## src/rtl/seq_divider.sv

```systemverilog
// Sequential radix-2 restoring divider with start/busy/done handshake, one quotient bit per clock.
// Define SEQ_DIVIDER_SIGNED_EN for two's-complement operands; the default build divides unsigned operands.
module seq_divider #(
    parameter int WIDTH = 4
) (
    input  logic             i_clk,
    input  logic             i_rst,
    input  logic             i_start,
    input  logic [WIDTH-1:0] i_dividend,
    input  logic [WIDTH-1:0] i_divisor,
    output logic [WIDTH-1:0] o_quotient,
    output logic [WIDTH-1:0] o_remainder,
    output logic             o_busy,
    output logic             o_done,
    output logic             o_div_by_zero
);

    localparam int CW = $clog2(WIDTH + 1);

    typedef enum logic [1:0] {
        S_IDLE = 2'd0,
        S_CALC = 2'd1,
        S_FIX  = 2'd2,
        S_DONE = 2'd3
    } state_t;

    state_t state_q, state_d;

    logic [CW-1:0]    cnt_q,  cnt_d;
    logic [WIDTH-1:0] p_q,    p_d;
    logic [WIDTH-1:0] q_q,    q_d;
    logic [WIDTH-1:0] d_q,    d_d;
    logic [WIDTH-1:0] quot_q, quot_d;
    logic [WIDTH-1:0] rem_q,  rem_d;
    logic             dbz_q,  dbz_d;

    logic             accept;
    logic             divisor_zero;
    logic             cnt_tc;
    logic [WIDTH-1:0] dvd_mag;
    logic [WIDTH-1:0] dvs_mag;
    logic [WIDTH:0]   p_shift;
    logic [WIDTH:0]   p_diff;
    logic [WIDTH-1:0] res_quot;
    logic [WIDTH-1:0] res_rem;

`ifdef SEQ_DIVIDER_SIGNED_EN
    logic qsign_q, qsign_d;
    logic rsign_q, rsign_d;

    // Magnitude of the most-negative value wraps to itself, which is the correct unsigned magnitude.
    assign dvd_mag  = i_dividend[WIDTH-1] ? (~i_dividend + 1'b1) : i_dividend;
    assign dvs_mag  = i_divisor[WIDTH-1]  ? (~i_divisor + 1'b1)  : i_divisor;
    assign res_quot = qsign_q ? (~q_q + 1'b1) : q_q;
    assign res_rem  = rsign_q ? (~p_q + 1'b1) : p_q;
`else
    assign dvd_mag  = i_dividend;
    assign dvs_mag  = i_divisor;
    assign res_quot = q_q;
    assign res_rem  = p_q;
`endif

    assign divisor_zero = (i_divisor == '0);
    assign accept       = i_start && ((state_q == S_IDLE) || (state_q == S_DONE));
    assign cnt_tc       = (cnt_q == CW'(1));

    // The stored remainder is always below the divisor, so only the shifted value needs the extra bit.
    assign p_shift = {p_q, q_q[WIDTH-1]};
    assign p_diff  = p_shift - {1'b0, d_q};

    always_ff @(posedge i_clk or posedge i_rst) begin
        if (i_rst) begin
            state_q <= S_IDLE;
        end else begin
            state_q <= state_d;
        end
    end

    always_comb begin
        state_d = state_q;
        case (state_q)
            S_IDLE: begin
                if (i_start) begin
                    state_d = divisor_zero ? S_DONE : S_CALC;
                end
            end
            S_CALC: begin
                if (cnt_tc) begin
                    state_d = S_FIX;
                end
            end
            S_FIX: begin
                state_d = S_DONE;
            end
            S_DONE: begin
                if (i_start) begin
                    state_d = divisor_zero ? S_DONE : S_CALC;
                end else begin
                    state_d = S_IDLE;
                end
            end
            default: begin
                state_d = S_IDLE;
            end
        endcase
    end

    always_comb begin
        o_busy = 1'b0;
        o_done = 1'b0;
        case (state_q)
            S_CALC:  o_busy = 1'b1;
            S_FIX:   o_busy = 1'b1;
            S_DONE:  o_done = 1'b1;
            default: begin
                o_busy = 1'b0;
                o_done = 1'b0;
            end
        endcase
    end

    always_comb begin
        cnt_d  = cnt_q;
        p_d    = p_q;
        q_d    = q_q;
        d_d    = d_q;
        quot_d = quot_q;
        rem_d  = rem_q;
        dbz_d  = dbz_q;
`ifdef SEQ_DIVIDER_SIGNED_EN
        qsign_d = qsign_q;
        rsign_d = rsign_q;
`endif
        if (accept) begin
            if (divisor_zero) begin
                quot_d = '1;
                rem_d  = i_dividend;
                dbz_d  = 1'b1;
            end else begin
                cnt_d = CW'(WIDTH);
                p_d   = '0;
                q_d   = dvd_mag;
                d_d   = dvs_mag;
`ifdef SEQ_DIVIDER_SIGNED_EN
                qsign_d = i_dividend[WIDTH-1] ^ i_divisor[WIDTH-1];
                rsign_d = i_dividend[WIDTH-1];
`endif
            end
        end else if (state_q == S_CALC) begin
            cnt_d = cnt_q - 1'b1;
            if (p_diff[WIDTH]) begin
                p_d = p_shift[WIDTH-1:0];
                q_d = {q_q[WIDTH-2:0], 1'b0};
            end else begin
                p_d = p_diff[WIDTH-1:0];
                q_d = {q_q[WIDTH-2:0], 1'b1};
            end
        end else if (state_q == S_FIX) begin
            quot_d = res_quot;
            rem_d  = res_rem;
            dbz_d  = 1'b0;
        end
    end

    always_ff @(posedge i_clk or posedge i_rst) begin
        if (i_rst) begin
            cnt_q  <= '0;
            p_q    <= '0;
            q_q    <= '0;
            d_q    <= '0;
            quot_q <= '0;
            rem_q  <= '0;
            dbz_q  <= 1'b0;
        end else begin
            cnt_q  <= cnt_d;
            p_q    <= p_d;
            q_q    <= q_d;
            d_q    <= d_d;
            quot_q <= quot_d;
            rem_q  <= rem_d;
            dbz_q  <= dbz_d;
        end
    end

`ifdef SEQ_DIVIDER_SIGNED_EN
    always_ff @(posedge i_clk or posedge i_rst) begin
        if (i_rst) begin
            qsign_q <= 1'b0;
            rsign_q <= 1'b0;
        end else begin
            qsign_q <= qsign_d;
            rsign_q <= rsign_d;
        end
    end
`endif

    assign o_quotient    = quot_q;
    assign o_remainder   = rem_q;
    assign o_div_by_zero = dbz_q;

endmodule

```

## config.mk

```make
export PLATFORM = sky130hd
export DESIGN_NAME = seq_divider
export DESIGN_NICKNAME = d
export VERILOG_FILES = /design/src/rtl/seq_divider.sv
export SDC_FILE = /design/constraint.sdc
export NUM_CORES = 1
export LEC_CHECK = 0
export ABC_AREA = 0
export BUFFER_PORTS_ARGS = -buffer_cell sky130_fd_sc_hd__buf_2
export CAP_MARGIN = 5
export CORE_MARGIN = 8
export CORE_UTILIZATION = 30
export CTS_CLUSTER_DIAMETER = 60
export DETAILED_ROUTE_END_ITERATION = 12
export PLACE_DENSITY = 0.44
export SLEW_MARGIN = 0
export SYNTH_ARGS = -nofsm -noshare
export SYNTH_HDL_FRONTEND = slang
export SYNTH_SLANG_ARGS = --single-unit
```

## constraint.sdc

```tcl
create_clock -name i_clk -period 5.6 [get_ports i_clk]
set_input_delay 1.4 -clock i_clk [delete_from_list [all_inputs] [get_ports i_clk]]
set_output_delay 1.4 -clock i_clk [all_outputs]
set_load 0.005 [all_outputs]
```

# Word-level counts from Yosys, hierarchy flattened
# Index checks and enable logic that the tools add are counted.
dict set report totals {
  ff_bits 26
  latchBits 0
  ram_bits 0
  romBits 0
  input_bits 11
  output_inout_bits 11
  wordCells 61
  n_memories 0
}
dict set report op_classes {
  addsub 2
  n_mul 0
  n_div 0
  n_lt_le_gt_ge 0
  n_eq_ne 9
  n_shift 0
  muxes 30
  n_bitwise 1
  n_reduce_logical 11
}
# operator n
set ops {}
lappend ops {{$mux W4} 15}
lappend ops {{$mux W3} 3}
lappend ops {{$mux W2} 4}
lappend ops {{$ne A2 B2 Y1 const B} 4}
lappend ops {{$pmux W2 S4} 1}
lappend ops {{$mux W1} 7}
lappend ops {{$reduce_and A2 Y1} 3}
lappend ops {{$sub A5 B4 Y5} 1}
lappend ops {{$eq A2 B2 Y1 const B} 2}
lappend ops {{$logic_not A4 Y1} 1}
lappend ops {{$reduce_bool A2 Y1} 2}
lappend ops {{$eq A3 B1 Y1 const B} 1}
lappend ops {{$reduce_and A3 Y1} 1}
lappend ops {{$sub A3 B1 Y3 const B} 1}
lappend ops {{$eq A2 B1 Y1 const B} 1}
lappend ops {{$logic_not A2 Y1} 1}
lappend ops {{$ne A2 B1 Y1 const B} 1}
lappend ops {{$reduce_or A2 Y1} 1}
lappend ops {{$logic_and A1 B1 Y1} 1}
lappend ops {{$logic_or A1 B1 Y1} 1}
lappend ops {{$not A1 Y1} 1}

# Longest topological paths before layout
# Gate-level depths: netlist of run 1.
dict set report logic_depth {
  word_depth 5
  mapped_depth 8
  ltp_nobuf 8
}

# Least setup slack after synthesis of run 1
# OpenSTA, ideal clock, no wires.
dict set report synth_path {
  path_kind {in2reg}
  from {in i_divisor[3]}
  to {reg rem_q[0] (netlist: o_remainder[0])}
  setup_time_ns 0.125
  arrival_time_ns 2.625
  required_ns 5.475
  slack_ns 2.850
  path_stages 4
  path_buffers 0
  path_cell_list {or4_4 -> or2_4 -> nand2_8 -> mux2_4}
}
dict set report synth_between {
  elab_chain_len 3
}
# element line
set synth_rtl {}
lappend synth_rtl {{start, declared} 10} ;# input logic [WIDTH-1:0] i_divisor,
lappend synth_rtl {{$logic_not A4 Y1} 63} ;# assign divisor_zero = (i_divisor == '0);
lappend synth_rtl {{$ne A2 B1 Y1 (no source line)} --}
lappend synth_rtl {{$reduce_and A3 Y1 (no source line)} --}
lappend synth_rtl {{end signal, assigned} 180} ;# rem_q <= rem_d;
lappend synth_rtl {{end, declared} 34} ;# logic [WIDTH-1:0] rem_q, rem_d;
# Every way passes these cells.
# A chain may end at the register's enable or synchronous reset.

# Final worst setup path of run 1
dict set report layout_path {
  from {reg state_q[0]}
  to {out o_busy}
}
dict set report layout_between {
  elab_chain_len 3
}
# element line
set layout_rtl {}
lappend layout_rtl {{start, declared} 27} ;# state_t state_q, state_d;
lappend layout_rtl {{start signal, assigned} 75} ;# state_q <= state_d;
lappend layout_rtl {{$eq A2 B1 Y1 or $eq A2 B2 Y1 (tied branches)} 111} ;# case (state_q)
lappend layout_rtl {{$reduce_or A2 Y1 (no source line) *} --}
lappend layout_rtl {{$mux W1 *} 111}
lappend layout_rtl {{end, declared} 13} ;# output logic o_busy,
# Mark *: on every way between the ends. The rest lies on a longest branch, timed or not.

==> results by group, run 1 <==
Setup path
  • Slowest cell on crit path: dfrtp_1
  • Crit path DAT: 1.24 ns
  • Crit path launch type: flop
  • Crit path max fanout: 4
  • Setup CP Type: reg2out
  • Setup crit start: state_q[0]
  • Crit path required time: 4.20 ns
  • Crit path largest cell delay: 0.40 ns
  • Critical path cell sequence: inv_1, ha_1, buf_2
  • Worst Setup End Kind: output port
  • Worst R2R Path Depth: 8
  • R2R Path Start: q_q[3]

Routing
  • WL/cell: 14.5 um
  • DRC: 0
  • DRT iter0 DRCs: 76
  • Via count: 1175
  • Post-DR vias/cell: 4.88
  • DRT Wirelength: 3500 um
  • Drt pass-1 iters: 4
  • Routed Antenna Nets: 0

GRT
  • Met1 usage: 12.6%
  • Met2 Use GR: 16.5%
  • Gr ovfl total: 0
  • Overall routing resource usage: 10.2%
  • First-pass GRT wire length: 6220 um
  • Vias in the first global route: 1259
  • Largest net degree at the start of global routing: 27
  • Met3 usage: 3.69%
  • GR peak layer: met2
  • Initial antenna violation count: 0

Power and ir drop
  • Sw Ratio: 42.1%
  • Clock power frac: 14.5%
  • Gate power share: 54.3%
  • Sequential Power Share: 31.1%
  • PD cells: 621 nW/um2
  • P_leak: 0.000835 uW
  • Switch Pwr: 456 uW
  • Peak supply drop: 0.205 mV
  • Internal Pwr Total: 628 uW

Synthesis
  • Commonest register cell after synthesis: dfrtp_1
  • Avg Cell Area, Syn: 9.86 um2
  • Mux cell area share after synthesis: 5.51%
  • Synth async-reset ratio: 100%
  • Yosys reg bits: 26
  • Syn_nets: 175
  • Sequential area share after synthesis: 43.4%
  • Adder-cell share of the synthesized area: 10.5%
  • Xor/xnor share of the synthesized area: 0.584%
  • Mapped Cells: 152
  • Largest family of logic cells by synthesized area: compound AO/OA/AOI/OAI gates
  • Number of synthesized flops with an enable pin: 0
  • Number of distinct library cells after synthesis: 39
  • Synth Area in Simple Gates: 17.2%
  • Compound-Gate Fraction of Synth Area: 18.4%
  • Yosys warnings: 0
  • Synth Cell Area: 1500 um2

Floorplanning
  • Core area: 4790 um2
  • # IOs: 22
  • Row count: 25
  • Die ar.: 7510 um2
  • Die width: 86.7 um
  • Die Ht: 86.7 um
  • Starting Density: 31.3%

Final layout
  • Most frequent cells in the layout: nand2_1 (28), dfrtp_1 (26), buf_2 (21)
  • Final net count: 198
  • Seq. cell area: 651 um2
  • Multi-input gate area: 783 um2
  • Fillers: 500
  • Final Util: 36.5%
  • Commonest non-fill, non-tap cell in the layout: nand2_1
  • Ant diodes: 0
  • Layout cells sized above 1: 20.1%
  • Syn-to-layout area delta: 16.5%

Clock network
  • H-tree level count: 1
  • Root buf cell: clkbuf_8
  • Clock latency at the later pin of the worst-skew pair: 0.28 ns
  • Clock Sink Count: 26
  • CTS resizes: 0
  • Cts hold-fix bufs: 0
  • Total CTS buffers: 3
  • Clock transition at path regs: 0.10 ns
  • CTS tree: built
  • Post-CTS setup buffer count: 0
  • Clock Tree Buf Depth: 2

Timing
  • Max frequency: 379 MHz
  • Slew margin rel.: 33.7%
  • Final min period: 2.64 ns
  • Final period util: 47.1%
  • Setup_tns: 0 ns
  • Max-slew violations: 0
  • Worst-Margin Slew: 0.993 ns
  • Final hold viol count: 0
  • RSZ-0062 raised after global routing: no
  • Final setup viols: 0
  • Clock skew: 0.00951 ns

Placed design
  • PortBufs: 21
  • Hpwl dp: 2730 um
  • Routability cong.: 0.794

Outcome
  • Outcome: completed

Worst hold path
  • Worst Hold Depth: 1
  • Worst hold path startpoint: cnt_q[2]
  • Hold WC Path Type: reg2reg

Job
  • Max-cap violations: 0
## power groups by stage
stage	Clock [uW]	Combinational [uW]	Sequential [uW]
2_1_floorplan	0	447	328
3_3_place_gp	0	582	340
3_5_place_dp	0	595	341
4_1_cts	163	597	339
5_1_grt	171	669	349
6_report	158	589	338
## cells in the mapped netlist, types with 3 or more instances
cell / count / area, um2
o21ai_1: 5 / 25.0
mux2_4: 4 / 60.1
nor2_1: 3 / 11.3
o21ai_0: 3 / 15.0
nand2_1: 28 / 105
o22ai_1: 4 / 25.0
nand4_1: 3 / 18.8
ha_1: 11 / 138
o21a_1: 3 / 22.5
inv_1: 13 / 48.8
and3_1: 4 / 25.0
a22o_1: 4 / 35.0
a21oi_1: 10 / 50.1
dfrtp_1: 26 / 651
## worst max-delay path: cells and delay by family, from the launching register on
| family | cells | cell delay, ns |
|---|---|---|
| DFF | 1 | 0.40 |
| buffers and inverters | 2 | 0.25 |
| adders and majority gates | 1 | 0.33 |
## cell families after synthesis
logic type	Yosys count
and+or+nand+nor	50
AOI/OAI and AO/OA	41
DFF	26
buffers and inverters	17
adders and majority gates	12
muxes	5
xor gates and xnor gates	1
## area by class of cell
| class | instances | share of cell area [%] |
|---|---|---|
| Sequential cell | 26 | 37.2 |
| Clock inverter | 1 | 1.72 |
| Inverter | 14 | 3.01 |
| Multi-Input combinational cell | 109 | 44.8 |
| Clock buffer | 3 | 2.36 |
| Timing Repair Buffer | 21 | 6.02 |
| Tap cell | 67 | 4.80 |
## flip-flops by register name, indices dropped and copies added, names as in the netlist
signal,flops
cnt_q,3
d_q,4
o_div_by_zero,1
o_quotient,4
o_remainder,4
p_q,4
q_q,4
state_q,2
## metal layers
metal	share of wire (%)	vias to the layer above
met5	0	-
met4	1.1	0
met3	7.7	4
met2	45	32
met1	46	559
li1	-	580
## path summary, 6_finish.rpt
kind                            endpoint  slack [ns]
hold reg to reg                 cnt_q[2]        0.48
max in group asynchronous         d_q[1]        3.65
setup / recovery                  o_busy        2.96
min in group asynchronous  o_quotient[2]        1.34
setup reg to reg                  p_q[2]        3.25
hold / removal                  cnt_q[2]        0.48
## through the flow
| step | power (uW) | area [um2] | hold slack [ns] | setup WS, ns | instances |
|---|---|---|---|---|---|
| detailed placement | 936 | 1680 | 0.457 | 2.67 | 237 |
| floorplan | 774 | 1500 | 0.430 | 2.85 | 152 |
| finish | 1080 | 1750 | 0.476 | 2.96 | 241 |
| global route | 1190 | 1750 | 0.502 | 2.85 | 241 |
| global placement | 922 | 1680 | 0.467 | 2.69 | 237 |
| CTS | 1100 | 1750 | 0.480 | 2.94 | 241 |
Note: power is estimated with default switching activity, not from simulation.
==> run 2: changes to the inputs <==
clock period = 2.76 ns   (was 5.6 ns; I/O delays follow)
==> run 2 against run 1 <==
  * First-iteration DRC count is 68% lower
  * Register-to-register slack worse by 2.7 ns
  * Critical path depth is 3 higher
  * Hold slack got worse by 0.013 ns
  * Sequential share of layout area is 0.32 points higher
  * Core utilization fell by 0.31 points
  * Largest cell class unchanged
  * Largest power group unchanged
==> results by group, run 2 (synthesized netlist as in run 1, its figures left out) <==
Clock network
  • CTS resizes: 0 (unchanged)
  • H-tree level count: 1 (unchanged)
  • Post-CTS setup buffer count: 0 (unchanged)
  • Root buf cell: clkbuf_8
  • Clock transition at path regs: 0.09 ns (about the same)
  • Total CTS buffers: 3 (unchanged)
  • Clock Tree Buf Depth: 2 (unchanged)
  • Clock latency at the later pin of the worst-skew pair: 0.27 ns (about the same)
  • Clock Sink Count: 26 (unchanged)
  • CTS tree: built
  • Cts hold-fix bufs: 0 (unchanged)

Floorplanning
  • Starting Density: 31.3% (unchanged)
  • Row count: 25 (unchanged)
  • Die width: 86.7 um (unchanged)
  • Core area: 4790 um2 (unchanged)
  • # IOs: 22 (unchanged)
  • Die Ht: 86.7 um (unchanged)
  • Die ar.: 7510 um2 (unchanged)

Setup path
  • Crit path max fanout: 14 (+10)
  • Crit path DAT: 2.36 ns (+1.12 ns)
  • Crit path required time: 2.91 ns (-1.29 ns)
  • Crit path launch type: flop
  • Setup CP Type: reg2reg
  • Worst Setup End Kind: flop

Final layout
  • Final net count: 200 (+1.0%)
  • Most frequent cells in the layout: nand2_1 (28), dfrtp_1 (26), buf_2 (21)
  • Layout cells sized above 1: 20.6% (+0.46 points)
  • Syn-to-layout area delta: 15.5%
  • Commonest non-fill, non-tap cell in the layout: nand2_1
  • Ant diodes: 0 (unchanged)

Timing
  • RSZ-0062 raised after global routing: no
  • Final setup viols: 0 (unchanged)
  • Slew margin rel.: 61.8% (+28 points)
  • Clock skew: 0.00254 ns (-0.00697 ns)
  • Max frequency: 451 MHz
  • Worst-Margin Slew: 0.573 ns (-0.420 ns)
  • Max-slew violations: 0 (unchanged)
  • Final period util: 80.4%
  • Final hold viol count: 0 (unchanged)
  • Setup_tns: 0 ns (unchanged)
  • Final min period: 2.22 ns

Routing
  • Via count: 1178 (+0.26%)
  • Drt pass-1 iters: 4 (unchanged)
  • DRC: 0 (unchanged)
  • DRT iter0 DRCs: 24 (-68%)
  • Post-DR vias/cell: 4.87 (-0.16%)
  • Routed Antenna Nets: 0 (unchanged)
  • DRT Wirelength: 3490 um (-0.20%)
  • WL/cell: 14.4 um (-0.61%)

Power and ir drop
  • Sequential Power Share: 32.3% (+1.2 points)
  • Sw Ratio: 43.4% (+1.4 points)
  • Internal Pwr Total: 1190 uW (+90%)
  • PD cells: 1220 nW/um2 (+96%)
  • Clock power frac: 10.2% (-4.3 points)
  • Peak supply drop: 0.370 mV (+80%)
  • Switch Pwr: 917 uW (+100%)
  • P_leak: 0.000830 uW (-0.57%)
  • Gate power share: 57.6% (+3.3 points)
  • PnR Total Power: 2110 uW (+95%)

Placed design
  • Routability cong.: 0.831 (+4.7%)
  • PortBufs: 21 (unchanged)
  • Hpwl dp: 2750 um (+0.66%)

GRT
  • First-pass GRT wire length: 5900 um (-5.1%)
  • Gr ovfl total: 0 (unchanged)
  • Overall routing resource usage: 9.94% (-0.28 points)
  • Vias in the first global route: 1217 (-3.3%)
  • Initial antenna violation count: 0 (unchanged)
  • Largest net degree at the start of global routing: 27 (unchanged)

Worst hold path
  • Hold WC Path Type: in2async

Job
  • Max-cap violations: 0 (unchanged)

Outcome
  • Outcome: completed
run 2: cell count changes in the layout (fill, tap and decap cells not counted), sizes merged:
| cell | before | now |
|---|---|---|
| buf | 21 | 23 |
| bufinv | 1 | 0 |
run 2: final timing paths:
path	start	end	slack, ns	cells after the start
worst max-delay path	state_q[0]	q_q[3]	0.54	6
worst min-delay path	i_rst	o_quotient[3]	0.46	3
worst max register to register	state_q[0]	q_q[3]	0.54	6
worst min register to register	cnt_q[2]	cnt_q[2]	0.47	1
max in group asynchronous	i_rst	o_div_by_zero	2.04	3
min in group i_clk	cnt_q[2]	cnt_q[2]	0.47	1
run 2: layer usage:
metal | GRT usage, % | up-vias | wire, um
li1 | - | 583 | -
met1 | 13.1 | 564 | 1750
met2 | 15.3 | 27 | 1540
met3 | 2.27 | 4 | 155
met4 | 3.76 | 0 | 42
met5 | 0 | - | 0
run 2: area by class of cell:
| cell class | count | area (um2) |
|---|---|---|
| clock buffers | 3 | 41.3 |
| repair buffers | 23 | 120 |
| well taps | 67 | 83.8 |
| flip-flops and latches | 26 | 651 |
| multi-input cells | 109 | 783 |
| inverters | 14 | 52.6 |
| fillers | 510 | 3050 |
run 2: critical path, stage by stage (launching register included):
cell and delay [ns]:
dfrtp_1 0.40, inv_1 0.10, ha_1 0.32, and2b_1 0.57, nand2_1 0.34, o22ai_1 0.30, a21oi_1 0.07
run 2: through the flow:
stage | util (%) | std cells | cell area [um2] | worst slack [ns] | hold WS [ns]
floorplan | - | 152 | 1500 | 0.720 | 0.430
global placement | 35.3 | 239 | 1690 | 0.544 | 0.455
detailed placement | 35.3 | 239 | 1690 | 0.536 | 0.454
CTS | 36.2 | 242 | 1730 | 0.555 | 0.469
global route | 36.2 | 242 | 1730 | 0.390 | 0.495
finish | 36.2 | 242 | 1730 | 0.542 | 0.463
run 2: power by group through the flow:
stage / combinational (uW) / clock [uW] / sequential (uW)
after floorplan: 906 / 0 / 665
after global placement: 1210 / 0 / 686
after detailed placement: 1220 / 0 / 690
after CTS: 1230 / 222 / 684
after global routing: 1380 / 234 / 708
final: 1220 / 214 / 681
==> run 3: changes to the inputs <==
clock period = 2.1 ns   (was 2.76 ns; I/O delays follow)
==> run 3 against run 2 <==
  * Setup slack worse by 0.47 ns
  * Via count up 4.9%
  * Die area unchanged
  * Total power up 46%
  * Sequential power up 31%
  * Flip-flop and latch count unchanged
  * Cell area up 7.4%
  * Clock power up 32%
  * Critical endpoint is now p_q[3]
==> results by group, run 3 (synthesized netlist as in run 1, its figures left out) <==
Timing
  • Final period util: 96.7% (+16 points)
  • Worst-Margin Slew: 0.432 ns (-0.142 ns)
  • Final setup viols: 0 (unchanged)
  • Setup_tns: 0 ns (unchanged)
  • Max frequency: 492 MHz (+9.2%)
  • Final hold viol count: 0 (unchanged)
  • Slew margin rel.: 70.5% (+8.7 points)
  • Clock skew: 0.00841 ns (+0.00587 ns)
  • Final min period: 2.03 ns (-0.186 ns)
  • Max-slew violations: 0 (unchanged)

Floorplanning
  • # IOs: 22 (unchanged)
  • Die Ht: 86.7 um (unchanged)
  • Starting Density: 31.3% (unchanged)
  • Die ar.: 7510 um2 (unchanged)
  • Row count: 25 (unchanged)
  • Die width: 86.7 um (unchanged)
  • Core area: 4790 um2 (unchanged)

Clock network
  • CTS tree: built
  • Clock Sink Count: 26 (unchanged)
  • H-tree level count: 1 (unchanged)
  • Total CTS buffers: 3 (unchanged)
  • Clock latency at the later pin of the worst-skew pair: 0.27 ns (about the same)
  • Clock Tree Buf Depth: 2 (unchanged)
  • Clock transition at path regs: 0.09 ns (about the same)
  • Root buf cell: clkbuf_8

Placed design
  • Routability cong.: 0.861 (+3.6%)
  • Hpwl dp: 2900 um (+5.4%)
  • Placed insts: 245 (+2.5%)
  • PortBufs: 21 (unchanged)

Final layout
  • Final net count: 209 (+4.5%)
  • Fillers: 506 (-0.78%)
  • Most frequent cells in the layout: nand2_1 (28), dfrtp_1 (26), buf_2 (21)
  • Commonest non-fill, non-tap cell in the layout: nand2_1
  • Fin cells: 251 (+3.7%)
  • Ant diodes: 0 (unchanged)
  • Syn-to-layout area delta: 24.1%
  • Layout cells sized above 1: 28.3% (+7.7 points)

GRT
  • First-pass GRT wire length: 6180 um (+4.8%)
  • Largest net degree at the start of global routing: 27 (unchanged)
  • Gr ovfl total: 0 (unchanged)
  • Vias in the first global route: 1300 (+6.8%)
  • Initial antenna violation count: 0 (unchanged)
  • Overall routing resource usage: 10.3% (+0.35 points)

Setup path
  • Setup CP Type: reg2reg
  • Worst Setup End Kind: flop
  • Crit path launch type: flop
  • Crit path max fanout: 3 (-11)
  • Crit path DAT: 2.23 ns (-0.13 ns)
  • Crit path required time: 2.29 ns (-0.62 ns)

Power and ir drop
  • PD cells: 1650 nW/um2 (+36%)
  • PnR Total Power: 3080 uW (+46%)
  • Peak supply drop: 0.659 mV (+78%)
  • P_leak: 0.000882 uW (+6.2%)

Routing
  • Via count: 1236 (+4.9%)
  • Drt pass-1 iters: 4 (unchanged)
  • Post-DR vias/cell: 4.92 (+1.2%)
  • Routed Antenna Nets: 0 (unchanged)
  • DRC: 0 (unchanged)
  • DRT iter0 DRCs: 79 (+230%)
  • DRT Wirelength: 3680 um (+5.4%)
  • WL/cell: 14.7 um (+1.6%)

Worst hold path
  • Hold WC Path Type: in2async

Job
  • Max-cap violations: 0 (unchanged)

Outcome
  • Outcome: completed
## run 3: cell count changes in the layout (fill, tap and decap cells not counted), sizes merged
cell	delta
buf	+9
## run 3: cell type report
cell class              count  area, um2  area share (%)
clock buffers               3       41.3            2.22
inverters                  14       52.6            2.82
multi-input cells         109        832            44.7
flip-flops and latches     26        651            35.0
well taps                  67       83.8            4.51
repair buffers             32        200            10.8
## run 3: worst max-delay path, cell delays in order (launching register included)
cell and delay (ns):
dfrtp_1 0.40, inv_2 0.09, ha_4 0.13, inv_1 0.05, fa_2 0.39, a211oi_4 0.34, buf_4 0.18, o311a_1 0.20
o211ai_1 0.10, o211ai_1 0.09
## run 3: metrics by stage
| step | setup WS [ns] | util [%] | hold WS [ns] | area (um2) |
|---|---|---|---|---|
| floorplan | 0.129 | - | 0.430 | 1500 |
| global placement | 0.100 | 36.3 | 0.451 | 1740 |
| detailed placement | -0.0205 | 36.3 | 0.454 | 1740 |
| CTS | 0.0262 | 37.2 | 0.309 | 1780 |
| global route | -0.0275 | 38.9 | 0.337 | 1860 |
| finish | 0.0684 | 38.9 | 0.298 | 1860 |
## run 3: worst paths after layout
path / startpoint / to / slack, ns / cells after the start
setup / recovery: q_q[3] / p_q[3] / 0.07 / 9
hold / removal: i_rst / o_remainder[1] / 0.30 / 3
setup reg to reg: q_q[3] / p_q[3] / 0.07 / 9
hold reg to reg: cnt_q[2] / cnt_q[2] / 0.47 / 1
max in group asynchronous: i_rst / state_q[1] / 1.54 / 3
min in group i_clk: cnt_q[2] / cnt_q[2] / 0.47 / 1
## run 3: where the power goes
group | switching, uW | leakage (uW) | internal, uW
combinational | 994 | 0.000546 | 907
sequential | 158 | 0.000314 | 735
clock | 154 | 0.0000216 | 128
## run 3: metal layers
| layer | up-vias | routed length [um] | track usage (%) |
|---|---|---|---|
| met4 | 0 | 28 | 3.60 |
| met2 | 35 | 1650 | 16.4 |
| met3 | 4 | 220 | 2.17 |
| li1 | 601 | - | - |
| met1 | 596 | 1780 | 13.3 |
| met5 | - | 0 | 0 |
## run 3: timing repair
action                                  4_1_cts  5_1_grt
setup buffers                                 0        3
endpoints found under the setup margin        2        9
endpoints found under the hold margin         0        0
gates resized for setup                       1        9
hold buffers                                  0        0
pin swaps                                     0        4
